==> src/rtl/axis_dual_input_to_output.sv <==
// Two-port AXI-Stream merge with main output register plus one skid slot.
// Define AXIS_MERGE_ROUND_ROBIN_EN for alternating arbitration; default is port-0 priority.
module axis_dual_input_to_output #(
    parameter int WIDTH = 16
) (
    input  logic                    clk,
    input  logic                    rst,
    input  logic                    s_axis_tvalid_0,
    input  logic signed [WIDTH-1:0] s_axis_tdata_0,
    output logic                    s_axis_tready_0,
    input  logic                    s_axis_tvalid_1,
    input  logic signed [WIDTH-1:0] s_axis_tdata_1,
    output logic                    s_axis_tready_1,
    output logic                    m_axis_tvalid,
    output logic signed [WIDTH-1:0] m_axis_tdata,
    output logic                    m_axis_tid,
    input  logic                    m_axis_tready
);

    logic                    main_valid_q, main_valid_d;
    logic signed [WIDTH-1:0] main_data_q, main_data_d;
    logic                    main_id_q, main_id_d;
    logic                    skid_valid_q, skid_valid_d;
    logic signed [WIDTH-1:0] skid_data_q, skid_data_d;
    logic                    skid_id_q, skid_id_d;
    logic                    last_grant_q, last_grant_d;

    logic                    ready;
    logic                    grant_0, grant_1;
    logic                    accept;
    logic signed [WIDTH-1:0] in_data;

    always_comb begin
        grant_0 = 1'b0;
        grant_1 = 1'b0;
        if (s_axis_tvalid_0 && s_axis_tvalid_1) begin
`ifdef AXIS_MERGE_ROUND_ROBIN_EN
            grant_0 = last_grant_q;
            grant_1 = !last_grant_q;
`else
            grant_0 = 1'b1;
`endif
        end else begin
            grant_0 = s_axis_tvalid_0;
            grant_1 = s_axis_tvalid_1;
        end
    end

    // rst gating keeps tready low for the whole reset pulse
    assign ready           = !skid_valid_q && !rst;
    assign s_axis_tready_0 = ready && grant_0;
    assign s_axis_tready_1 = ready && grant_1;

    assign accept  = (s_axis_tvalid_0 && s_axis_tready_0)
                   || (s_axis_tvalid_1 && s_axis_tready_1);
    assign in_data = grant_1 ? s_axis_tdata_1 : s_axis_tdata_0;

    always_comb begin
        main_valid_d = main_valid_q;
        main_data_d  = main_data_q;
        main_id_d    = main_id_q;
        skid_valid_d = skid_valid_q;
        skid_data_d  = skid_data_q;
        skid_id_d    = skid_id_q;
        last_grant_d = last_grant_q;

        if (main_valid_q && skid_valid_q && m_axis_tready) begin
            main_valid_d = 1'b1;
            main_data_d  = skid_data_q;
            main_id_d    = skid_id_q;
            skid_valid_d = 1'b0;
        end else if (accept) begin
            last_grant_d = grant_1;
            if (!main_valid_q || m_axis_tready) begin
                main_valid_d = 1'b1;
                main_data_d  = in_data;
                main_id_d    = grant_1;
            end else begin
                skid_valid_d = 1'b1;
                skid_data_d  = in_data;
                skid_id_d    = grant_1;
            end
        end else if (main_valid_q && m_axis_tready) begin
            main_valid_d = 1'b0;
        end
    end

    always_ff @(posedge clk or posedge rst) begin
        if (rst) begin
            main_valid_q <= 1'b0;
            main_data_q  <= '0;
            main_id_q    <= 1'b0;
            skid_valid_q <= 1'b0;
            skid_data_q  <= '0;
            skid_id_q    <= 1'b0;
            last_grant_q <= 1'b1;
        end else begin
            main_valid_q <= main_valid_d;
            main_data_q  <= main_data_d;
            main_id_q    <= main_id_d;
            skid_valid_q <= skid_valid_d;
            skid_data_q  <= skid_data_d;
            skid_id_q    <= skid_id_d;
            last_grant_q <= last_grant_d;
        end
    end

    assign m_axis_tvalid = main_valid_q;
    assign m_axis_tdata  = main_data_q;
    assign m_axis_tid    = main_id_q;

endmodule

==> config.mk <==
export PLATFORM = sky130hd
export DESIGN_NAME = axis_dual_input_to_output
export DESIGN_NICKNAME = d
export VERILOG_FILES = /design/src/rtl/axis_dual_input_to_output.sv
export SDC_FILE = /design/constraint.sdc
export NUM_CORES = 1
export LEC_CHECK = 0
export BUFFER_PORTS_ARGS = -buffer_cell sky130_fd_sc_hd__buf_2
export CAP_MARGIN = 20
export CORE_MARGIN = 4
export CORE_UTILIZATION = 40
export CTS_BUF_LIST = sky130_fd_sc_hd__clkbuf_8
export DETAILED_ROUTE_END_ITERATION = 8
export GPL_ROUTABILITY_DRIVEN = 0
export SLEW_MARGIN = 20
export SYNTH_ARGS = -nofsm -noshare
export SYNTH_HDL_FRONTEND = slang
export SYNTH_SLANG_ARGS = --single-unit
==> constraint.sdc <==
create_clock -name clk -period 1.9 [get_ports clk]
set_input_delay 0.095 -clock clk [delete_from_list [all_inputs] [get_ports clk]]
set_output_delay 0.095 -clock clk [all_outputs]
set_load 0.05 [all_outputs]
==> results.md <==
- Worst Setup Start Kind: flip-flop
- Slew at the pin with the worst max-slew slack: 709 ps
- Num Clock Sinks: 36
- Overflow after GRT: 0
- Initial antenna violation count: 0
- Main synth FF type: dfrtp_1
- CTS H-Tree Depth: 2
- Syn nets: 230
- R2R depth: 4
- Syn avg cell area: between 10 and 15 um2
- Die Ht: around 80 um
- Synth warn: 0
- CP startpoint: skid_valid_q
- Total negative setup slack: 0 ps
- First-pass GRT wire length: approximately 8.3 mm
- Clock Path Buffers: 2
- Final-report hold violation count: 0
- Largest net degree at the start of global routing: 19
- FF+latch count, synth: 36
- CTS root buffer: clkbuf_8
- Vias per cell: 5.55
- Metal3 WL: 318 um
- Post-synth design cell area: about 2100 um2
- Vias in the first global route: around 1700
- Full die area: 6350 um2
- Setup ws final: 260 ps
- Core footprint: ~4800 um2
- Share of cells above drive strength 1: 0.400
- WP data required: 2080 ps
- DRC violations left: 0
- # setup viols final: 0
- Postcts setup bufs: 0
- CTS tree: yes
- Pwr/cell area: around 1600 nW/um2
- ANT cells: 0
- Register area share after synthesis: 0.438
- DRT antenna net count: 0
- Synthesized instance count: 193
- Met2 wire len: 2.50 mm
- Clock transition at path regs: 80 ps
- # rows: 25
- CP bufs+invs: 1
- Crit path depth: 4
- Worst EP arrival: 1820 ps
- Die Wd: 79.7 um
- Wire length on met1: 2.43 mm
- Fin Clk Skew: 6.75 ps
- Register area: 902 um2
- RSZ-0062 raised after global routing: no
- Post-synth cell types: 29
- Kind of cell adding the most delay to the critical path: flip-flops
- Minimum clock period: between 1500 and 2000 ps
- Drt pass-1 iters: 4
- Status: finished clean
- CP Max Fanout: 12
- Setup crit end: m_axis_tdata[3]
- Capturing point of the worst reg2reg path: m_axis_tdata[3]
- Worst hold path type: in -> reg
- Relative slew margins: 0.527
- Largest stage delay on the critical path: about 570 ps
- Initial Util: 0.424
- Clk_lat worst skew: 280 ps
- Reg2Reg Setup Slack: 260 ps
- Final Max Slew Viols: 0
- Cts bufs inserted: 5
- Post-Route WL: 5.27 mm
- Post-synth EDFFs: 0
- Critical path, cell by cell: and3_1 -> buf_4 -> a211oi_1 -> o32ai_1
- Worst slack, placed: 247 ps
- Post-DP HPWL: 3.90 mm
- Critical Path Sink Type: flip-flop
- Multi-input logic area: 981 um2
- GRT Overall Usage: 0.168
- Fmax: 0.610 GHz
- Critical path type: reg -> reg
- Final worst-path cycle share: 0.863
- Highest Signal Layer: met4
- RR Startpoint: skid_valid_q
- Via count: 1786
- Area Growth Syn to Fin: 26.1%
- Max-cap violations: 0
- DRT iter0 DRCs: 91
- Final nets: about 290
- CP max stage cell: dfrtp_1
- Filler instances: 454
- Ports: 57
- Post-synth ARST share: 1.00
- Per-cell routed wire length: 16.4 um
- LEAKAGE: 1.32 nW
- Max VDD drop: 0.000930 V
- PortBufs: 56
==> area by class of cell <==
type / count / share of cell area
multi-input cells: 119 / 0.379
flip-flops and latches: 36 / 0.348
repair buffers: 74 / 0.166
clock buffers: 7 / 0.0372
well taps: 67 / 0.0324
inverters: 18 / 0.0261
clock inverters: 1 / 0.0116
==> worst min-delay path by stage <==
| stage | startpoint | end | slack, ps | depth (start not counted) |
|---|---|---|---|---|
| floorplan | rst | m_axis_tvalid | 190 | 1 |
| finish | s_axis_tdata_0[2] | skid_data_q[2] | 150 | 3 |
| detailed placement | rst | skid_valid_q | 260 | 2 |
| global route | s_axis_tdata_0[0] | skid_data_q[0] | 150 | 3 |
| CTS | s_axis_tdata_0[0] | skid_data_q[0] | 150 | 3 |
| global placement | rst | skid_valid_q | 260 | 2 |
==> synthesized netlist by cell type, types with 2 or more instances <==
cell type,n,share of area
dfrtp_1,36,0.44
inv_1,18,0.033
a21o_1,17,0.062
mux2_2,17,0.093
a211oi_1,16,0.058
and3b_1,16,0.068
o211ai_1,16,0.058
o32ai_1,16,0.068
buf_2,8,0.019
clkbuf_1,7,0.013
nand2b_1,3,0.0091
nor2_1,3,0.0055
buf_4,2,0.0073
buf_6,2,0.011
o21ai_0,2,0.0049
==> cell families after synthesis <==
group	Yosys count	synth area share
muxes	17	0.0931
buffers and inverters	38	0.0858
and+or+nand+nor	30	0.112
DFF	36	0.438
AOI/OAI and AO/OA	72	0.271
==> through the flow <==
stage | utilization | std cells | hold WS, ps | area [um2] | power [mW]
3_3_place_gp | 0.506 | 313 | 264 | 2450 | 3.36
6_report | 0.534 | 322 | 151 | 2590 | 4.11
3_5_place_dp | 0.506 | 313 | 263 | 2450 | 3.40
5_1_grt | 0.534 | 322 | 147 | 2590 | 4.35
2_1_floorplan | - | 193 | 190 | 2060 | 2.89
4_1_cts | 0.534 | 322 | 150 | 2590 | 4.14
==> state kept, by name, summed over array words and instances (netlist names) <==
| register | flops |
|---|---|
| skid_data_q | 16 |
| m_axis_tvalid | 1 |
| skid_valid_q | 1 |
| m_axis_tdata | 16 |
| m_axis_tid | 1 |
| skid_id_q | 1 |
==> per-layer routing <==
| layer | track usage | up-vias |
|---|---|---|
| li1 | - | 858 |
| met1 | 0.233 | 873 |
| met2 | 0.269 | 51 |
| met4 | 0.0309 | 0 |
| met3 | 0.0395 | 4 |
| met5 | 0 | - |
==> power by group <==
| part | leakage (nW) | internal, mW | total, mW | switching, mW |
|---|---|---|---|---|
| clock network | 0.0645 | 0.463 | 0.740 | 0.277 |
| registers | 0.441 | 1.14 | 1.38 | 0.231 |
| logic | 0.818 | 0.695 | 2.00 | 1.30 |
| total | 1.32 | 2.30 | 4.11 | 1.81 |
==> what timing repair did <==
action | 4_1_cts | 5_1_grt
gates resized for setup | 0 | 0
hold buffers | 1 | 0
hold endpoints to repair | 13 | 0
==> tightest hold or removal path, delay by kind of cell <==
family,cells,cell delay (ps)
AO/OA/AOI/OAI,1,90
multiplexers,1,130
buffers and inverters,1,90
==> cell usage in the layout (no fill, tap or decap), drive strengths merged, types with 2 or more instances in the layout <==
master and count:
o21ai 2, inv 18, o211ai 16, mux2 17, a21o 17, nor2 3, dfrtp 36, o32ai 16
a211oi 16, buf 73, clkbuf 7, and3b 16, nand2b 3
(Power assumes the default switching activity.)
